### src/rtl/msg_rom_streamer_pkg.sv
// rtl/msg_rom_streamer_pkg.sv - shared states and character constants for the message streamer
package msg_rom_streamer_pkg;

  typedef enum logic [1:0] {
    IDLE   = 2'd0,
    STREAM = 2'd1,
    DONE   = 2'd2
  } state_t;

  localparam logic [7:0] CH_A   = 8'h41;
  localparam logic [7:0] CH_S   = 8'h53;
  localparam logic [7:0] CH_I   = 8'h49;
  localparam logic [7:0] CH_G   = 8'h47;
  localparam logic [7:0] CH_N   = 8'h4E;
  localparam logic [7:0] CH_M   = 8'h4D;
  localparam logic [7:0] CH_E   = 8'h45;
  localparam logic [7:0] CH_T   = 8'h54;
  localparam logic [7:0] CH_SP  = 8'h20;
  localparam logic [7:0] CH_NUL = 8'h00;

  localparam int MSG_DEFAULT_LEN = 11;

endpackage

### src/rtl/msg_rom_streamer_if.sv
// rtl/msg_rom_streamer_if.sv - character stream handshake bundle
interface msg_rom_streamer_if #(
  parameter int DATA_W = 8
);

  logic [DATA_W-1:0] out_data;
  logic              out_valid;
  logic              out_ready;
  logic              out_last;

  modport master (
    output out_data,
    output out_valid,
    output out_last,
    input  out_ready
  );

  modport slave (
    input  out_data,
    input  out_valid,
    input  out_last,
    output out_ready
  );

endinterface

### src/rtl/msg_rom.sv
// rtl/msg_rom.sv - fixed "ASSIGNMENT " character table, zero beyond the message
module msg_rom
  import msg_rom_streamer_pkg::*;
#(
  parameter int DATA_W = 8,
  parameter int ADDR_W = 4
) (
  input  logic [ADDR_W-1:0] addr,
  output logic [DATA_W-1:0] data
);

  // combinational lookup; narrower chars are zero-extended to DATA_W
  always_comb begin
    data = DATA_W'(CH_NUL);
    case (int'(addr))
      0:       data = DATA_W'(CH_A);
      1:       data = DATA_W'(CH_S);
      2:       data = DATA_W'(CH_S);
      3:       data = DATA_W'(CH_I);
      4:       data = DATA_W'(CH_G);
      5:       data = DATA_W'(CH_N);
      6:       data = DATA_W'(CH_M);
      7:       data = DATA_W'(CH_E);
      8:       data = DATA_W'(CH_N);
      9:       data = DATA_W'(CH_T);
      10:      data = DATA_W'(CH_SP);
      default: data = DATA_W'(CH_NUL);
    endcase
  end

endmodule

### src/rtl/msg_rom_streamer.sv
// rtl/msg_rom_streamer.sv - streams a programmable prefix of the message table over valid/ready
module msg_rom_streamer
  import msg_rom_streamer_pkg::*;
#(
  parameter int DATA_W = 8,
  parameter int DEPTH  = 16,
  parameter int ADDR_W = 4,
  parameter int LEN_W  = 5
) (
  input  logic                  clk,
  input  logic                  rst,
  input  logic                  start,
  input  logic [LEN_W-1:0]      len,
  input  logic                  loop_en,
  input  logic                  abort,
  msg_rom_streamer_if.master    out_if,
  output logic                  busy,
  output logic                  done
);

  state_t              state, state_n;
  logic [ADDR_W-1:0]   idx, idx_n;
  logic [LEN_W-1:0]    len_q, len_n;
  logic                loop_q, loop_n;
  logic [DATA_W-1:0]   data_q, data_n;
  logic                valid_q, valid_n;
  logic                last_q, last_n;
  logic                done_q, done_n;

  logic [ADDR_W-1:0]   rom_addr;
  logic [DATA_W-1:0]   rom_data;
  logic [LEN_W-1:0]    len_clamp;
  logic                xfer;

  assign xfer      = valid_q && out_if.out_ready;
  assign len_clamp = (len > LEN_W'(DEPTH)) ? LEN_W'(DEPTH) : len;

  msg_rom #(
    .DATA_W (DATA_W),
    .ADDR_W (ADDR_W)
  ) u_rom (
    .addr (rom_addr),
    .data (rom_data)
  );

  // address of the character to load next: idx+1 on a mid-pass transfer, else the pass start
  always_comb begin
    rom_addr = '0;
    if (state == STREAM && xfer && !last_q) begin
      rom_addr = idx + ADDR_W'(1);
    end
  end

  // next-state and next-output decisions; registered outputs are computed here one cycle ahead
  always_comb begin
    state_n = state;
    idx_n   = idx;
    len_n   = len_q;
    loop_n  = loop_q;
    data_n  = data_q;
    valid_n = valid_q;
    last_n  = last_q;
    done_n  = 1'b0;
    case (state)
      IDLE: begin
        if (start) begin
          if (len == '0) begin
            done_n = 1'b1;
          end else begin
            len_n   = len_clamp;
            loop_n  = loop_en;
            idx_n   = '0;
            data_n  = rom_data;
            valid_n = 1'b1;
            last_n  = (len_clamp == LEN_W'(1));
            state_n = STREAM;
          end
        end
      end
      STREAM: begin
        if (abort) begin
          valid_n = 1'b0;
          last_n  = 1'b0;
          done_n  = 1'b1;
          state_n = DONE;
        end else if (xfer) begin
          if (!last_q) begin
            idx_n  = idx + ADDR_W'(1);
            data_n = rom_data;
            last_n = ((LEN_W'(idx) + LEN_W'(1)) == (len_q - LEN_W'(1)));
          end else if (loop_q) begin
            idx_n  = '0;
            data_n = rom_data;
            last_n = (len_q == LEN_W'(1));
          end else begin
            valid_n = 1'b0;
            last_n  = 1'b0;
            done_n  = 1'b1;
            state_n = DONE;
          end
        end
      end
      DONE: begin
        state_n = IDLE;
      end
      default: begin
        state_n = IDLE;
        valid_n = 1'b0;
        last_n  = 1'b0;
      end
    endcase
  end

  // state and output registers with asynchronous clear
  always_ff @(posedge clk or posedge rst) begin
    if (rst) begin
      state   <= IDLE;
      idx     <= '0;
      len_q   <= '0;
      loop_q  <= 1'b0;
      data_q  <= '0;
      valid_q <= 1'b0;
      last_q  <= 1'b0;
      done_q  <= 1'b0;
    end else begin
      state   <= state_n;
      idx     <= idx_n;
      len_q   <= len_n;
      loop_q  <= loop_n;
      data_q  <= data_n;
      valid_q <= valid_n;
      last_q  <= last_n;
      done_q  <= done_n;
    end
  end

  assign out_if.out_data  = data_q;
  assign out_if.out_valid = valid_q;
  assign out_if.out_last  = last_q;
  assign busy             = (state == STREAM);
  assign done             = done_q;

endmodule

### src/flat_wrapper.sv
// flat-port wrapper written by rule: the top's interface ports become plain ports
module msg_rom_streamer_flat import msg_rom_streamer_pkg::*;
#(
  parameter int DATA_W = 8,
  parameter int DEPTH  = 16,
  parameter int ADDR_W = 4,
  parameter int LEN_W  = 5
)
  (clk, rst, start, len, loop_en, abort, busy, done, out_if_out_data, out_if_out_valid, out_if_out_last, out_if_out_ready);
  msg_rom_streamer_if #(.DATA_W(DATA_W)) out_if_i ();
  input  logic clk;
  input  logic rst;
  input  logic start;
  input  logic [LEN_W-1:0] len;
  input  logic loop_en;
  input  logic abort;
  output logic busy;
  output logic done;
  output wire logic [$bits(out_if_i.out_data)-1:0] out_if_out_data;
  output wire logic [$bits(out_if_i.out_valid)-1:0] out_if_out_valid;
  output wire logic [$bits(out_if_i.out_last)-1:0] out_if_out_last;
  input wire logic [$bits(out_if_i.out_ready)-1:0] out_if_out_ready;
  assign out_if_out_data = out_if_i.out_data;
  assign out_if_out_valid = out_if_i.out_valid;
  assign out_if_out_last = out_if_i.out_last;
  assign out_if_i.out_ready = out_if_out_ready;
  msg_rom_streamer #(.DATA_W(DATA_W), .DEPTH(DEPTH), .ADDR_W(ADDR_W), .LEN_W(LEN_W)) u_core (.clk(clk), .rst(rst), .start(start), .len(len), .loop_en(loop_en), .abort(abort), .out_if(out_if_i), .busy(busy), .done(done));
endmodule
### config.mk
export PLATFORM = sky130hd
export DESIGN_NAME = msg_rom_streamer_flat
export DESIGN_NICKNAME = d
export VERILOG_FILES = /design/src/rtl/msg_rom_streamer_pkg.sv /design/src/rtl/msg_rom_streamer_if.sv /design/src/rtl/msg_rom.sv /design/src/rtl/msg_rom_streamer.sv /design/src/flat_wrapper.sv
export SDC_FILE = /design/constraint.sdc
export NUM_CORES = 1
export LEC_CHECK = 0
export ABC_AREA = 1
export BUFFER_PORTS_ARGS = -buffer_cell sky130_fd_sc_hd__buf_4
export CAP_MARGIN = 10
export CORE_ASPECT_RATIO = 0.5
export CORE_MARGIN = 2
export CORE_UTILIZATION = 30
export DETAILED_ROUTE_END_ITERATION = 10
export GPL_ROUTABILITY_DRIVEN = 0
export PLACE_DENSITY = 0.49
export SLEW_MARGIN = 25
export SYNTH_ARGS = -nofsm -noshare
export SYNTH_HDL_FRONTEND = slang
export SYNTH_SLANG_ARGS = --single-unit
### constraint.sdc
create_clock -name clk -period 2 [get_ports clk]
set_input_delay 0.4 -clock clk [delete_from_list [all_inputs] [get_ports clk]]
set_output_delay 0.4 -clock clk [all_outputs]
set_load 0.01 [all_outputs]
==> impl_metrics.json <==
{
  "status": "completed",
  "grt_pass1_vias": 1134,
  "ant_nets": 0,
  "cts-root-buf": "clkbuf_8",
  "cts_tree": "yes",
  "vias": 1195,
  "viasPerCell": 4.268,
  "cts_buffers": 3,
  "fin_tns_setup_ps": 0,
  "synth_edf_count": 0,
  "slew_viol_final": 0,
  "ys_seq_area_frac": 0.3846,
  "firstDrtPassIters": 4,
  "synth_most_common_cell": "nand2_1",
  "std_cell_rows": 17,
  "period_share": 0.8798,
  "drcViolationCount": 0,
  "synthCells": 192,
  "seqCellArea_sq_um": 550.5,
  "ctsHtreeMaxLevel": 1,
  "synth_area_sq_mm": 0.001431,
  "grt_max_degree": 23,
  "synth.distinct_cells": 28,
  "min_path_type": "input port to async pin",
  "max_freq_mhz": 568.3,
  "synth_nets": 210,
  "yosys.area.top_type_share": 0.3846,
  "diodes": 0,
  "cp.required_ps": 2190,
  "fp.dieArea_sq_mm": 0.005374,
  "nets": 234,
  "antenna_found_initial": 0,
  "port_buffers": 21,
  "max-vdd-ir-drop_uv": 450.2,
  "avgSynthCellArea_sq_um": 7.455,
  "die_y_um": 52.85,
  "drv_cap": 0,
  "multi_input_area_sq_um": 755.7,
  "powerDensity_mw_per_mm2": 1308,
  "layout-drive-gt1-share": 0.2056,
  "postCtsSetupRepairBufs": 0,
  "ys_ff_latch": 22,
  "clk_latency_ps": 260,
  "die_w_um": 101.7,
  "rsz0062_at_grt": "no",
  "setup_viol": 0,
  "ys_warn_count": 0,
  "synth_area_leaders": "dfrtp_1, nand2_1, ha_1",
  "synthToLayoutAreaGrowth_pct": 18.53,
  "synth_commonest_cells": "nand2_1, inv_1, dfrtp_1, nor2_1, nand3_1",
  "placed_cells": 277,
  "leakage_nw": 0.8377,
  "cts_buffer_depth": 2,
  "worstPathArrival_ps": 1950,
  "critPathCaptureType": "register",
  "post-route-min-period_ps": 1760,
  "ys.flop_type": "dfrtp_1",
  "dp_hpwl_um": 2376,
  "grt_pass1_wl_um": 5230,
  "async_reset_ff_frac": 1.000,
  "grt-ovfl-total": 0,
  "utilization": 0.3780,
  "hold_viol_final": 0,
  "layoutNonFillerInstCount": 280,
  "io_pins": 23,
  "initial_core_util": 0.3189,
  "critPathLaunchType": "register",
  "cts.sinks": 22,
  "crit_fanout": 6,
  "grt.total_usage": 0.1291,
  "skew_ps": 2.804,
  "worstSetupPathType": "register to register",
  "clk_pin_slew_ps": 80,
  "wirelength_um": 3039,
  "fillers": 481,
  "coreArea_sq_mm": 0.004488,
  "netlist.top_cell.by_area": "dfrtp_1",
  "wl_per_cell_um": 10.85,
  "drtIter0Drc": 52
}
-- cell usage in the layout, fill, tap and decap left out, types with 2 or more instances in the layout --
cell type,n
a21oi_1,3
a31oi_1,2
buf_4,22
clkbuf_8,3
dfrtp_1,22
ha_1,7
inv_1,23
inv_2,4
nand2_1,57
nand2_2,3
nand3_1,13
nand4_1,4
nor2_1,19
nor2_2,3
nor2_4,3
o21ai_0,12
o21ai_1,3
-- worst max-delay path, stage by stage, from the launching register on --
cell and delay [ps]:
dfrtp_1 440, ha_1 320, inv_1 70, nor2_2 190, inv_1 90, ha_1 300
nand3_1 90, a41oi_2 190
-- cells by family after synthesis --
logic type / share of synthesized area
adders and majority gates: 0.06119
xor gates and xnor gates: 0.01749
buffers and inverters: 0.08915
DFF: 0.3846
and+or+nand+nor: 0.3523
other: 0.002620
AOI/OAI and AO/OA: 0.09266
-- cell type report --
class | count | share of cell area
Multi-Input combinational cell | 140 | 0.4454
Sequential cell | 22 | 0.3245
Timing Repair Buffer | 22 | 0.09734
Inverter | 27 | 0.05973
Tap cell | 66 | 0.04867
Clock buffer | 3 | 0.02434
-- power by group --
| group | internal [mW] | switching [mW] | leakage (nW) |
|---|---|---|---|
| Combinational | 0.454 | 0.723 | 0.533 |
| Sequential | 0.620 | 0.144 | 0.283 |
| Clock | 0.135 | 0.143 | 0.0216 |
| Total | 1.21 | 1.01 | 0.838 |
-- timing repair --
item,in CTS,in global routing
hold buffers,0,0
gates resized for setup,0,1
endpoints found under the hold margin,0,0
endpoints found under the setup margin,0,1
-- worst paths after layout --
kind / from / to / slack, ps / cells after the start
setup / recovery: u_core.idx[0]$_DFFE_PP0P_ / u_core.out_if.out_data[3]$_DFFE_PP0P_ / 240 / 7
setup reg to reg: u_core.idx[0]$_DFFE_PP0P_ / u_core.out_if.out_data[3]$_DFFE_PP0P_ / 240 / 7
max in group asynchronous: rst / u_core.len_q[0]$_DFFE_PP0P_ / 1590 / 3
hold reg to reg: u_core.out_if.out_data[6]$_DFFE_PP0P_ / u_core.out_if.out_data[6]$_DFFE_PP0P_ / 480 / 2
min in group clk: loop_en / u_core.loop_q$_DFFE_PP0P_ / 330 / 3
hold / removal: rst / u_core.out_if.out_data[3]$_DFFE_PP0P_ / 170 / 3
-- through the flow --
stage	power (mW)	setup WS (ps)	hold slack, ps	area [sq um]
2_1_floorplan	1.620	352.7	389.2	1431
3_3_place_gp	1.957	274.6	466.9	1653
3_5_place_dp	1.954	179.0	470.4	1653
5_1_grt	2.483	91.39	187.6	1697
4_1_cts	2.244	155.0	185.2	1694
6_report	2.220	240.4	174.7	1697
-- per-layer routing --
metal	share of wire	global-route usage	vias to the layer above
li1	-	-	650
met3	0.037	0.03200	2
met2	0.42	0.1974	19
met5	0	0	-
met4	0.0089	0.03378	0
met1	0.54	0.1814	524
-- registers in the layout, summed over array words and instances (netlist names) --
name                     cells
u_core.out_if.out_last       1
u_core.len_q                 5
u_core.out_if.out_valid      1
u_core.out_if.out_data       7
u_core.done                  1
u_core.idx                   4
u_core.state                 2
u_core.loop_q                1
(Power assumes the default switching activity.)
